$ cat src/rtl/wb_pipe_reg_pkg.sv
// Shared types and constants for the MEM->WB stage register and its skid buffer.
// Contents: default widths, write-back payload struct, occupancy state
// encoding, and the hard-wired zero register index.
package pipe_pkg;

  localparam int DATA_W_DEF = 64;
  localparam int RD_W_DEF   = 5;

  // Register index that never gets written (x0).
  localparam int unsigned ZERO_REG = 0;

  // Payload carried from MEM to WB, at the default widths.
  typedef struct packed {
    logic                  memtoreg;
    logic                  regwrite;
    logic [RD_W_DEF-1:0]   rd;
    logic [DATA_W_DEF-1:0] result;
    logic [DATA_W_DEF-1:0] rdata;
  } wb_payload_t;

  // Occupancy states. The encoding equals the number of held entries, so
  // the state register is also the registered occupancy count.
  typedef enum logic [1:0] {
    ST_EMPTY = 2'd0,
    ST_ONE   = 2'd1,
    ST_TWO   = 2'd2
  } skid_state_t;

endpackage

$ cat src/rtl/wb_pipe_reg_if.sv
// MEM->WB handshake bundle: upstream entry (in_*) and downstream head (out_*).
// Ports: in_valid/in_ready plus payload fields in; out_valid/out_ready plus
// rd, wen and wdata out. slave = the stage register, master = its environment.
interface wb_pipe_reg_if #(
  parameter int DATA_W = 64,
  parameter int RD_W   = 5
);
  logic              in_valid;
  logic              in_ready;
  logic              in_memtoreg;
  logic              in_regwrite;
  logic [RD_W-1:0]   in_rd;
  logic [DATA_W-1:0] in_result;
  logic [DATA_W-1:0] in_rdata;
  logic              out_valid;
  logic              out_ready;
  logic [RD_W-1:0]   out_rd;
  logic              out_wen;
  logic [DATA_W-1:0] out_wdata;

  modport slave (
    input  in_valid, in_memtoreg, in_regwrite, in_rd, in_result, in_rdata,
    input  out_ready,
    output in_ready, out_valid, out_rd, out_wen, out_wdata
  );

  modport master (
    output in_valid, in_memtoreg, in_regwrite, in_rd, in_result, in_rdata,
    output out_ready,
    input  in_ready, out_valid, out_rd, out_wen, out_wdata
  );
endinterface

$ cat src/rtl/wb_pipe_reg_skid_buf.sv
// Generic two-entry skid buffer (main = head, skid = overflow) with flush.
// Ports: clk/reset, flush, in valid/ready/data, out valid/ready/data, occupancy.
// Latency 1 cycle when empty; in_ready is a pure register output (!skid valid).
module pipe_skid_buf
  import pipe_pkg::*;
#(
  parameter int W = 8
) (
  input  logic         clk,
  input  logic         reset,
  input  logic         flush,
  input  logic         in_valid,
  output logic         in_ready,
  input  logic [W-1:0] in_data,
  output logic         out_valid,
  input  logic         out_ready,
  output logic [W-1:0] out_data,
  output logic [1:0]   occupancy
);

  skid_state_t  state, state_nxt;
  logic [W-1:0] main_q, skid_q;
  logic         accept, complete;
  logic         load_main_in, load_main_skid, load_skid;

  assign in_ready  = (state != ST_TWO);
  assign out_valid = (state != ST_EMPTY);
  assign out_data  = main_q;
  assign occupancy = state;
  assign accept    = in_valid & in_ready;
  assign complete  = out_valid & out_ready;

  always_ff @(posedge clk or posedge reset) begin
    if (reset) state <= ST_EMPTY;
    else       state <= state_nxt;
  end

  always_comb begin
    state_nxt      = state;
    load_main_in   = 1'b0;
    load_main_skid = 1'b0;
    load_skid      = 1'b0;
    if (flush) begin
      // Flush wins; any simultaneous accept is dropped.
      state_nxt = ST_EMPTY;
    end else begin
      case (state)
        ST_EMPTY: begin
          if (accept) begin
            state_nxt    = ST_ONE;
            load_main_in = 1'b1;
          end
        end
        ST_ONE: begin
          if (accept && complete) begin
            load_main_in = 1'b1;
          end else if (accept) begin
            state_nxt = ST_TWO;
            load_skid = 1'b1;
          end else if (complete) begin
            state_nxt = ST_EMPTY;
          end
        end
        ST_TWO: begin
          if (complete) begin
            state_nxt      = ST_ONE;
            load_main_skid = 1'b1;
          end
        end
        default: state_nxt = ST_EMPTY;
      endcase
    end
  end

  // Payload is left untouched by flush; the valid state gates it.
  always_ff @(posedge clk or posedge reset) begin
    if (reset) begin
      main_q <= '0;
      skid_q <= '0;
    end else begin
      if (load_main_in)        main_q <= in_data;
      else if (load_main_skid) main_q <= skid_q;
      if (load_skid)           skid_q <= in_data;
    end
  end

endmodule

$ cat src/rtl/wb_pipe_reg.sv
// MEM->WB stage register: flow-controlled hold of the payload, write-back mux
// and register-file write enable. Ports: clk/reset, flush, bus (slave), occupancy.
// Latency 1 cycle; SKID=1 registered in_ready (2 entries), SKID=0 combinational.
module wb_pipe_reg
  import pipe_pkg::*;
#(
  parameter int DATA_W = DATA_W_DEF,
  parameter int RD_W   = RD_W_DEF,
  parameter bit SKID   = 1'b1
) (
  input  logic                clk,
  input  logic                reset,
  input  logic                flush,
  wb_pipe_reg_if.slave        bus,
  output logic [1:0]          occupancy
);

  // Same layout as wb_payload_t, but following this instance's widths.
  typedef struct packed {
    logic              memtoreg;
    logic              regwrite;
    logic [RD_W-1:0]   rd;
    logic [DATA_W-1:0] result;
    logic [DATA_W-1:0] rdata;
  } payload_t;

  payload_t in_pl, head;
  logic     head_vld, rdy;

  assign in_pl = {bus.in_memtoreg, bus.in_regwrite, bus.in_rd,
                  bus.in_result, bus.in_rdata};

  generate
    if (SKID) begin : g_skid
      pipe_skid_buf #(.W($bits(payload_t))) u_buf (
        .clk       (clk),
        .reset     (reset),
        .flush     (flush),
        .in_valid  (bus.in_valid),
        .in_ready  (rdy),
        .in_data   (in_pl),
        .out_valid (head_vld),
        .out_ready (bus.out_ready),
        .out_data  (head),
        .occupancy (occupancy)
      );
    end else begin : g_single
      logic     vld_q;
      payload_t dat_q;

      // A full register can still accept when its entry leaves this cycle.
      assign rdy       = !vld_q | bus.out_ready;
      assign head_vld  = vld_q;
      assign head      = dat_q;
      assign occupancy = {1'b0, vld_q};

      always_ff @(posedge clk or posedge reset) begin
        if (reset) begin
          vld_q <= 1'b0;
          dat_q <= '0;
        end else if (flush) begin
          vld_q <= 1'b0;
        end else if (bus.in_valid && rdy) begin
          vld_q <= 1'b1;
          dat_q <= in_pl;
        end else if (bus.out_ready) begin
          vld_q <= 1'b0;
        end
      end
    end
  endgenerate

  assign bus.in_ready  = rdy;
  assign bus.out_valid = head_vld;
  assign bus.out_rd    = head.rd;
  assign bus.out_wdata = head.memtoreg ? head.rdata : head.result;
  assign bus.out_wen   = head_vld & head.regwrite & (head.rd != RD_W'(ZERO_REG));

endmodule
$ cat src/flat_wrapper.sv
// flat-port wrapper written by rule: the top's interface ports become plain ports
module wb_pipe_reg_flat import pipe_pkg::*;
#(
  parameter int DATA_W = DATA_W_DEF,
  parameter int RD_W   = RD_W_DEF,
  parameter bit SKID   = 1'b1
)
  (clk, reset, flush, occupancy, bus_in_valid, bus_in_memtoreg, bus_in_regwrite, bus_in_rd, bus_in_result, bus_in_rdata, bus_out_ready, bus_in_ready, bus_out_valid, bus_out_rd, bus_out_wen, bus_out_wdata);
  wb_pipe_reg_if #(.DATA_W(DATA_W), .RD_W(RD_W)) bus_i ();
  input  logic clk;
  input  logic reset;
  input  logic flush;
  output logic [1:0] occupancy;
  input wire logic [$bits(bus_i.in_valid)-1:0] bus_in_valid;
  input wire logic [$bits(bus_i.in_memtoreg)-1:0] bus_in_memtoreg;
  input wire logic [$bits(bus_i.in_regwrite)-1:0] bus_in_regwrite;
  input wire logic [$bits(bus_i.in_rd)-1:0] bus_in_rd;
  input wire logic [$bits(bus_i.in_result)-1:0] bus_in_result;
  input wire logic [$bits(bus_i.in_rdata)-1:0] bus_in_rdata;
  input wire logic [$bits(bus_i.out_ready)-1:0] bus_out_ready;
  output wire logic [$bits(bus_i.in_ready)-1:0] bus_in_ready;
  output wire logic [$bits(bus_i.out_valid)-1:0] bus_out_valid;
  output wire logic [$bits(bus_i.out_rd)-1:0] bus_out_rd;
  output wire logic [$bits(bus_i.out_wen)-1:0] bus_out_wen;
  output wire logic [$bits(bus_i.out_wdata)-1:0] bus_out_wdata;
  assign bus_i.in_valid = bus_in_valid;
  assign bus_i.in_memtoreg = bus_in_memtoreg;
  assign bus_i.in_regwrite = bus_in_regwrite;
  assign bus_i.in_rd = bus_in_rd;
  assign bus_i.in_result = bus_in_result;
  assign bus_i.in_rdata = bus_in_rdata;
  assign bus_i.out_ready = bus_out_ready;
  assign bus_in_ready = bus_i.in_ready;
  assign bus_out_valid = bus_i.out_valid;
  assign bus_out_rd = bus_i.out_rd;
  assign bus_out_wen = bus_i.out_wen;
  assign bus_out_wdata = bus_i.out_wdata;
  wb_pipe_reg #(.DATA_W(DATA_W), .RD_W(RD_W), .SKID(SKID)) u_core (.clk(clk), .reset(reset), .flush(flush), .bus(bus_i), .occupancy(occupancy));
endmodule
$ cat config.mk
export PLATFORM = sky130hd
export DESIGN_NAME = wb_pipe_reg_flat
export DESIGN_NICKNAME = d
export VERILOG_FILES = /design/src/rtl/wb_pipe_reg_pkg.sv /design/src/rtl/wb_pipe_reg_if.sv /design/src/rtl/wb_pipe_reg_skid_buf.sv /design/src/rtl/wb_pipe_reg.sv /design/src/flat_wrapper.sv
export SDC_FILE = /design/constraint.sdc
export NUM_CORES = 1
export LEC_CHECK = 0
export ABC_AREA = 1
export CAP_MARGIN = 20
export CELL_PAD_IN_SITES_DETAIL_PLACEMENT = 1
export CELL_PAD_IN_SITES_GLOBAL_PLACEMENT = 2
export CORE_MARGIN = 2
export CORE_UTILIZATION = 32
export DETAILED_ROUTE_END_ITERATION = 7
export PLACE_DENSITY = 0.81
export SYNTH_ARGS = -nofsm -noshare
export SYNTH_HDL_FRONTEND = slang
export SYNTH_HIERARCHICAL = 1
export SYNTH_SLANG_ARGS = --single-unit
$ cat constraint.sdc
create_clock -name clk -period 12.1 [get_ports clk]
set_clock_uncertainty 0.2 [all_clocks]
set_input_delay 3.63 -clock clk [delete_from_list [all_inputs] [get_ports clk]]
set_output_delay 3.63 -clock clk [all_outputs]
set_load 0.05 [all_outputs]
# Yosys cells after proc, flatten, opt, wreduce, memory -nomap -nowiden
# Cells that the tools add are included.
# totals
out_inout_bits,74
in_bits,140
register_bits,272
word_cells,40
# op_classes
mux,20
bitwise_logic,4
reduce_logical,6
eq_ne,7
# op_table
op,n
$mux W135,2
$mux W64,1
$mux W2,6
$mux W1,9
$ne A3 B3 Y1 const B,3
$pmux W2 S3,1
$reduce_bool A5 Y1,1
$and A1 B1 Y1,4
$ne A4 B4 Y1 const B,1
$reduce_and A4 Y1,1
$reduce_bool A2 Y1,2
$eq A2 B1 Y1 const B,1
$eq A2 B2 Y1 const B,1
$logic_not A2 Y1,1
$ne A2 B2 Y1 const B,1
$pmux W1 S2,1
$logic_and A1 B1 Y1,1

# Depth between registers and ports, before layout
# Gate-level depths: netlist of the first run.
# depth
ltp_word,7
mapped_depth,9
ltp_nobuf,7

# By module
# Netlist of the first run, hierarchy kept.
# modules_own_cells
mod,area_per_inst_um2,n_inst,seq_area_each_um2,cells_each
pipe_skid_buf,11497.3,1,6806.5,1320
wb_pipe_reg,1280.0,1,0.0,214

# Worst setup path before layout of the first run
# OpenSTA, ideal clock, no wires.
# synth_path
path_type,reg2out
from,"register u_core.g_skid.u_buf.state[0], in the netlist u_core/g_skid.u_buf/occupancy[0]"
to,output bus_out_wen
arrival_time_ps,1758
path_buffers,0
path_stages_with_launch,7
path_slack_ps,6512
required_ps,8270
cell_sequence,dfrtp_1 > nor2_1 > inv_1 > nand2_1 > inv_1 > nand2_1 > inv_1
# synth_between
elab_chain_cells,3
# synth_rtl
element,line,rtl
start: declaration,wb_pipe_reg_skid_buf.sv:21,"skid_state_t state, state_nxt;"
start signal: assignment,wb_pipe_reg_skid_buf.sv:35,else state <= state_nxt;
$reduce_bool A2 Y1,wb_pipe_reg_skid_buf.sv:27,assign out_valid = (state != ST_EMPTY);
named net bus_out_valid,flat_wrapper.sv:22,output wire logic [$bits(bus_i.out_valid)-1:0] bus_out_valid;
$and A1 B1 Y1 (2 in series),wb_pipe_reg.sv:77,assign bus.out_wen = head_vld & head.regwrite & (head.rd != RD_W'(ZERO_REG));
end: declaration,flat_wrapper.sv:24,output wire logic [$bits(bus_i.out_wen)-1:0] bus_out_wen;
# The timed path passes the listed nets, and every way through them passes these cells.

# Worst setup path after layout of the first run
# layout_path
from,"register u_core.g_skid.u_buf.main_q[134], in the netlist u_core/g_skid.u_buf/out_data[134]"
to,output bus_out_wdata[4]
# layout_between
elab_chain_cells,1
# layout_rtl
element,line,rtl
start: declaration,wb_pipe_reg_skid_buf.sv:22,"logic [W-1:0] main_q, skid_q;"
start signal: assignment,wb_pipe_reg_skid_buf.sv:81,if (load_main_in) main_q <= in_data;
start signal: assignment,wb_pipe_reg_skid_buf.sv:82,else if (load_main_skid) main_q <= skid_q;
$mux W64,wb_pipe_reg.sv:76,assign bus.out_wdata = head.memtoreg ? head.rdata : head.result;
end: declaration,flat_wrapper.sv:25,output wire logic [$bits(bus_i.out_wdata)-1:0] bus_out_wdata;
# Every way passes these cells.

==> impl_results.md, run 1 <==
- CP max FO: 69
- Placed cell areas: roughly 15000 sq um
- Placed insts: 2194
- Via count: between 10k and 15k
- Die height: 203.8 um
- Critical path class: flop to output pin
- VDD IR-drop max: 84.09 uV
- Seq/Total Area, Yosys: 0.5327
- Routed WL per cell: 15.81 um
- Fin util: 0.4097
- Finished Cell Area: approximately 16000 sq um
- Minimum clock period: 7.396 ns
- Max Fclk: approximately 140 MHz
- Post-synthesis cell type count: 20
- Hold-fix buffers, CTS: 0
- Slowest library cell on the worst path: dfrtp_4
- Leakage: 7.941 nW
- Power per cell area: 218.7 nW/um^2
- Fin Setup TNS: 0 ns
- Pwr Total: 0.003544 W
- Chip width: 203.8 um
- Register Area: 6810 sq um
- Largest net degree at the start of global routing: 151
- Clk pin slew, worst setup/hold paths: 0.06 ns
- Post-DP HPWL: 21.60 mm
- Starting Density: 0.3231
- Routed wire length: between 30 and 40 mm
- Final period utilization: 0.6112
- Critical Path RT: 8.27 ns
- Status: complete, no violations
- Filler instances: 4669
- H-Tree Level Count: 2
- RSZ-0062 raised after global routing: false
- Die area: 41540 sq um
- Clk sinks: roughly 270
- GPL Wtd Cong: 0.7425
- Global-route wire length before repair: ~58 mm
- Seq cells post-synth: 272
- CTS tree: done
- Clock network fraction of total power: 0.303
- Worst-path cell chain: buf_4, nand2_1, o21ai_2, clkdlybuf4s50_1
- Mapped Cells: 1534
- Final hold vios: 0
- Vias in the first global route: 10.87k
- Final nets: 1846
- First drt pass iteration count: 6
- CTS Buf Count: 34
- Row count: 73
- Maximum root-to-sink buffer count: 3
- Worst Max-Slew Pin Slew: 1.032 ns
- Slew Viols, Final: 0
- Core box area: a little under 40000 sq um
- Setup bufs post-CTS: 0
- Max-Cap Viols: 0
- Logic pwr share: 0.299
- Post-Syn Nets: 1674
- Worst Setup Start Kind: flop
- Yosys warnings: 6
- Mapped cell area: 12780 sq um
- CTS Root Cell: clkbuf_16
- Share of post-route cells with drive strength above 1: 0.1058
- Crit-path max cell delay: 1.01 ns
- DRC: 0
- Post-cts resize count: 0
- Footprint of the multi-input gates: 4507 sq um
- Hold crit path type: flop to flop
- Internal power: between 0.002 and 0.0025 W
- Arr. time, crit path: approximately 3.6 ns
- Total grt overflow: 0
- Final Non-Filler Cells: 2257
- Port Buffers: 213
- Rel. slew slack: 0.3117
- Syn Area/Cell: 8.329 sq um
- I/O pin count: roughly 210
- Sw Share: 0.3554
- GR Util All Layers: 0.1753
- Initial antenna violation count: 4
- Clk_lat worst skew: 0.51 ns
- Post-DRT Antenna Nets: 0
- Crit path capture type: output pin
- Number of DRC markers in iteration 0: ~550
- Final setup viols: 0
- Reg power frac: 0.398
- Switching power: 0.001260 W
- DR vias/cell: between 4 and 5
- Area grow syn2layout: 26.82%
## Yosys cell counts
cell type / n / area, sq um
buf_12: 3 / 60.06
buf_2: 16 / 80.08
buf_4: 8 / 60.06
buf_6: 28 / 315.3
buf_8: 3 / 45.04
clkbuf_1: 26 / 97.59
clkbuf_8: 1 / 13.76
dfrtp_1: 272 / 6807
inv_1: 208 / 780.8
inv_2: 3 / 11.26
nand2_1: 614 / 2305
nand2_2: 4 / 25.02
nand3_1: 139 / 695.7
nand4_1: 2 / 12.51
nor2_1: 6 / 22.52
nor2_2: 1 / 6.260
o21ai_0: 66 / 330.3
o21ai_1: 19 / 95.09
o21ai_2: 114 / 998.5
o21ai_4: 1 / 16.27
## kinds of logic after synthesis
family / count (synthesis) / share of synthesized area
AND/OR/NAND/NOR: 766 / 0.2400
buffers and inverters: 296 / 0.1146
flip-flops: 272 / 0.5327
AO/OA/AOI/OAI: 200 / 0.1127
## final cells by class
type,count,share of cell area
Clock inverter,7,0.008339
Multi-Input combinational cell,966,0.2781
Clock buffer,53,0.06455
Sequential cell,272,0.4203
Antenna cell,2,0.0003089
Inverter,211,0.04980
Timing Repair Buffer,221,0.1381
Tap cell,525,0.04054
## registers in the layout, indices dropped and copies added (netlist names)
signal / count
u_core/g_skid.u_buf/occupancy: 2
u_core/g_skid.u_buf/skid_q: 135
u_core/g_skid.u_buf/out_data: 135
## cell usage in the layout (no fill, tap or decap)
master           count
o21ai_1             19
buf_16               1
inv_4                3
bufinv_16            4
nor2_1               6
inv_1              207
diode_2              2
o21ai_0             66
dfrtp_1            271
clkdlybuf4s50_1    213
inv_8                1
clkbuf_1            10
clkinv_2             3
dfrtp_4              1
nand2_2              4
clkbuf_8             6
nor2_2               1
nand3_1            139
o21ai_2            114
clkbuf_16           37
nand2_1            614
o21ai_4              1
nand4_1              2
buf_12               2
buf_4                5
## worst paths after layout
kind	start	to	slack [ns]	depth (start not counted)
setup / recovery	u_core/g_skid.u_buf/out_data[134]	bus_out_wdata[4]	4.70	4
hold / removal	u_core/g_skid.u_buf/out_data[91]	u_core/g_skid.u_buf/out_data[91]	0.28	2
setup reg to reg	u_core/g_skid.u_buf/occupancy[0]	u_core/g_skid.u_buf/skid_q[60]	9.18	4
hold reg to reg	u_core/g_skid.u_buf/out_data[91]	u_core/g_skid.u_buf/out_data[91]	0.28	2
max in group asynchronous	reset	u_core/g_skid.u_buf/out_data[134]	6.65	3
min in group asynchronous	reset	u_core/g_skid.u_buf/skid_q[15]	3.48	2
## power by group through the flow
stage / registers, W / logic, W / clock network [W]
2_1_floorplan: 0.00137 / 0.000792 / 0
3_3_place_gp: 0.00141 / 0.00105 / 0
3_5_place_dp: 0.00142 / 0.00107 / 0
4_1_cts: 0.00141 / 0.00108 / 0.00111
5_1_grt: 0.00146 / 0.00117 / 0.00114
6_report: 0.00141 / 0.00106 / 0.00107
## critical path, delay by kind of cell, from the launching register on
family                 cells  cell delay, ns
buffers and inverters      2            1.72
DFF                        1            1.01
and+or+nand+nor            1            0.18
AOI/OAI and AO/OA          1            0.10
## routing by layer
layer  part of all wire  GRT usage
met3              0.052    0.04098
met2               0.47     0.2920
met5            0.00076          0
met4              0.016    0.03858
met1               0.46     0.2319
## metrics by stage
stage	hold slack [ns]	setup WS (ns)
4_1_cts	0.2833	4.586
5_1_grt	0.3034	4.408
3_5_place_dp	0.2688	5.142
2_1_floorplan	0.2520	0.7746
6_report	0.2796	4.704
3_3_place_gp	0.2637	5.227
(Power assumes the default switching activity.)
==> run 2: changes to the inputs <==
CORE_UTILIZATION = 29   (was 32)
PLACE_DENSITY = 0.77   (was 0.81)
clock period = 6.2 ns   (was 12.1 ns; I/O delays follow)
==> run 2 against run 1 <==
  * Sequential power grew 93%
  * Die area rose by 10%
  * Critical path depth unchanged
  * Core utilization is 3.2 points lower
  * Clock-buffer cell count did not move
  * Global-route usage shrank 1.7 points
  * Power grew 94%
==> impl_results.md, run 2 (synthesis results as in run 1) <==
- Number of cells on the worst hold path: 2 (unchanged)
- Status: complete, no violations
- CP max FO: 69 (unchanged)
- Hold-fix buffers, CTS: 0 (unchanged)
- RSZ-0062 raised after global routing: false
- Core box area: 43270 sq um (+9.4%)
- Final period utilization: 0.7869
- CTS Buf Count: 34 (unchanged)
- Critical path class: flop to output pin
- Minimum clock period: between 4 and 5 ns
- Final nets: 1852 (+0.33%)
- Most common cell after layout, fill and taps aside: nand2_1
- Die area: 45760 sq um (+10%)
- Reg2reg start: u_core/g_skid.u_buf/occupancy[0]
- Final setup viols: 0 (unchanged)
- Port Buffers: 213 (unchanged)
- Power per cell area: 419.9 nW/um^2 (+92%)
- Clk pin slew, worst setup/hold paths: 0.06 ns (about the same)
- Max-Cap Viols: 0 (unchanged)
- Fin Setup TNS: 0 ns (unchanged)
- Post-DRT Antenna Nets: 0 (unchanged)
- GPL Wtd Cong: 0.7397 (-0.38%)
- Routed wire length: 35.26 mm (-1.1%)
- Global-route wire length before repair: 58.88 mm (+0.74%)
- Largest net degree at the start of global routing: 136 (-9.9%)
- Row count: 76 (+4.1%)
- Post-DP HPWL: 21.97 mm (+1.7%)
- Maximum root-to-sink buffer count: 3 (unchanged)
- WP buf/inv: 2 (unchanged)
- R2R cell count: 7 (+3)
- Clk_lat worst skew: 0.52 ns (about the same)
- Most frequent cells in the layout: 614 x nand2_1, 271 x dfrtp_1, 213 x clkdlybuf4s50_1
- Initial antenna violation count: 2 (-2)
- Worst Max-Slew Pin Slew: 0.9251 ns (-0.1074 ns)
- Crit path capture type: output pin
- Worst-path cell chain: buf_12, nand2_1, o21ai_2, clkdlybuf4s50_1
- I/O pin count: 214 (unchanged)
- First drt pass iteration count: 4 (-2)
- DRC: 0 (unchanged)
- CTS Root Cell: clkbuf_16
- CTS tree: done
- Final hold vios: 0 (unchanged)
- Crit path from: u_core/g_skid.u_buf/out_data[134]
- Slew Viols, Final: 0 (unchanged)
- Clk sinks: 272 (unchanged)
- Share of post-route cells with drive strength above 1: 0.1116 (+0.005842)
- Via count: 10.25k (-1.1%)
- Max Fclk: 205.0 MHz
- WP depth: 4 (unchanged)
- Arr. time, crit path: 2.82 ns (-0.75 ns)
- Area grow syn2layout: 28.05%
- Routed WL per cell: 15.18 um (-4.0%)
- DR vias/cell: 4.410 (-3.9%)
- Total grt overflow: 0 (unchanged)
- Starting Density: 0.2953 (-0.02776)
- Slowest library cell on the worst path: clkdlybuf4s50_1
- Setup bufs post-CTS: 0 (unchanged)
- Leakage: 7.986 nW (+0.57%)
- H-Tree Level Count: 2 (unchanged)
- Filler instances: 5129 (+9.9%)
- Vias in the first global route: 10.91k (+0.36%)
- Post-cts resize count: 0 (unchanged)
- Diodes inserted: 0 (-2)
- Critical Path RT: 4.14 ns (-4.13 ns)
- Number of DRC markers in iteration 0: 514 (-6.4%)
- VDD IR-drop max: 158.2 uV (+88%)
- Crit-path max cell delay: 0.82 ns (-0.19 ns)
- Rel. slew slack: 0.3833 (+0.07159)
- Chip width: 213.9 um (+4.9%)
- Hold path start: u_core/g_skid.u_buf/out_data[108]
- Worst Setup Start Kind: flop
- Die height: 213.9 um (+4.9%)
- Top delay family on crit path: buffers and inverters
- GR Util All Layers: 0.1585 (-0.01676)
- Hold crit path type: flop to flop
- Hold slack: 0.2779 ns (-0.001663 ns)
[run 2: where the power goes]
group          internal, W  total (W)  switching [W]  leakage [nW]
sequential         0.00238    0.00272       0.000341          3.40
clock              0.00128    0.00205       0.000774         0.585
combinational     0.000768    0.00210        0.00133          4.00
total              0.00442    0.00687        0.00245          7.99
[run 2: worst register-to-register path, delay by kind of cell (launching register included)]
family	cells	cell delay, ns
buffers and inverters	2	1.12
AND/OR/NAND/NOR	5	0.57
flip-flops	1	0.47
[run 2: layer usage]
layer / GRT usage / vias up / routed length, um
li1: - / 5079 / -
met1: 0.2038 / 4964 / 16080
met2: 0.2655 / 156 / 16740
met3: 0.03721 / 42 / 1770
met4: 0.04615 / 4 / 653
met5: 0 / - / 27
[run 2: worst paths after layout]
path                                                           to  slack, ns
worst max-delay path                            bus_out_wdata[11]       1.32
worst min-delay path            u_core/g_skid.u_buf/out_data[108]       0.28
worst max register to register    u_core/g_skid.u_buf/out_data[9]       3.79
worst min register to register  u_core/g_skid.u_buf/out_data[108]       0.28
max in group asynchronous         u_core/g_skid.u_buf/out_data[3]       3.39
min in group asynchronous          u_core/g_skid.u_buf/skid_q[36]       1.50
[run 2: stage by stage]
step / setup WS (ns) / area [sq um] / std cells / utilization / total power, W
detailed placement: 1.776 / 15190 / 2261 / 0.3511 / 0.004892
CTS: 1.257 / 16360 / 2323 / 0.3781 / 0.007015
floorplan: 0.5446 / 12780 / 1534 / - / 0.004226
finish: 1.321 / 16360 / 2323 / 0.3781 / 0.006870
global route: 1.164 / 16360 / 2323 / 0.3781 / 0.007336
global placement: 1.816 / 15190 / 2261 / 0.3511 / 0.004822
[run 2: cell type report]
| type | count | area [sq um] | area share |
|---|---|---|---|
| inverter | 211 | 803.3 | 0.04910 |
| clock buffer | 53 | 1076 | 0.06577 |
| timing repair buffer | 227 | 2337 | 0.1429 |
| multi-input combinational | 966 | 4507 | 0.2755 |
| tap | 585 | 732.0 | 0.04474 |
| clock inverter | 9 | 95.09 | 0.005812 |
| sequential | 272 | 6810 | 0.4163 |
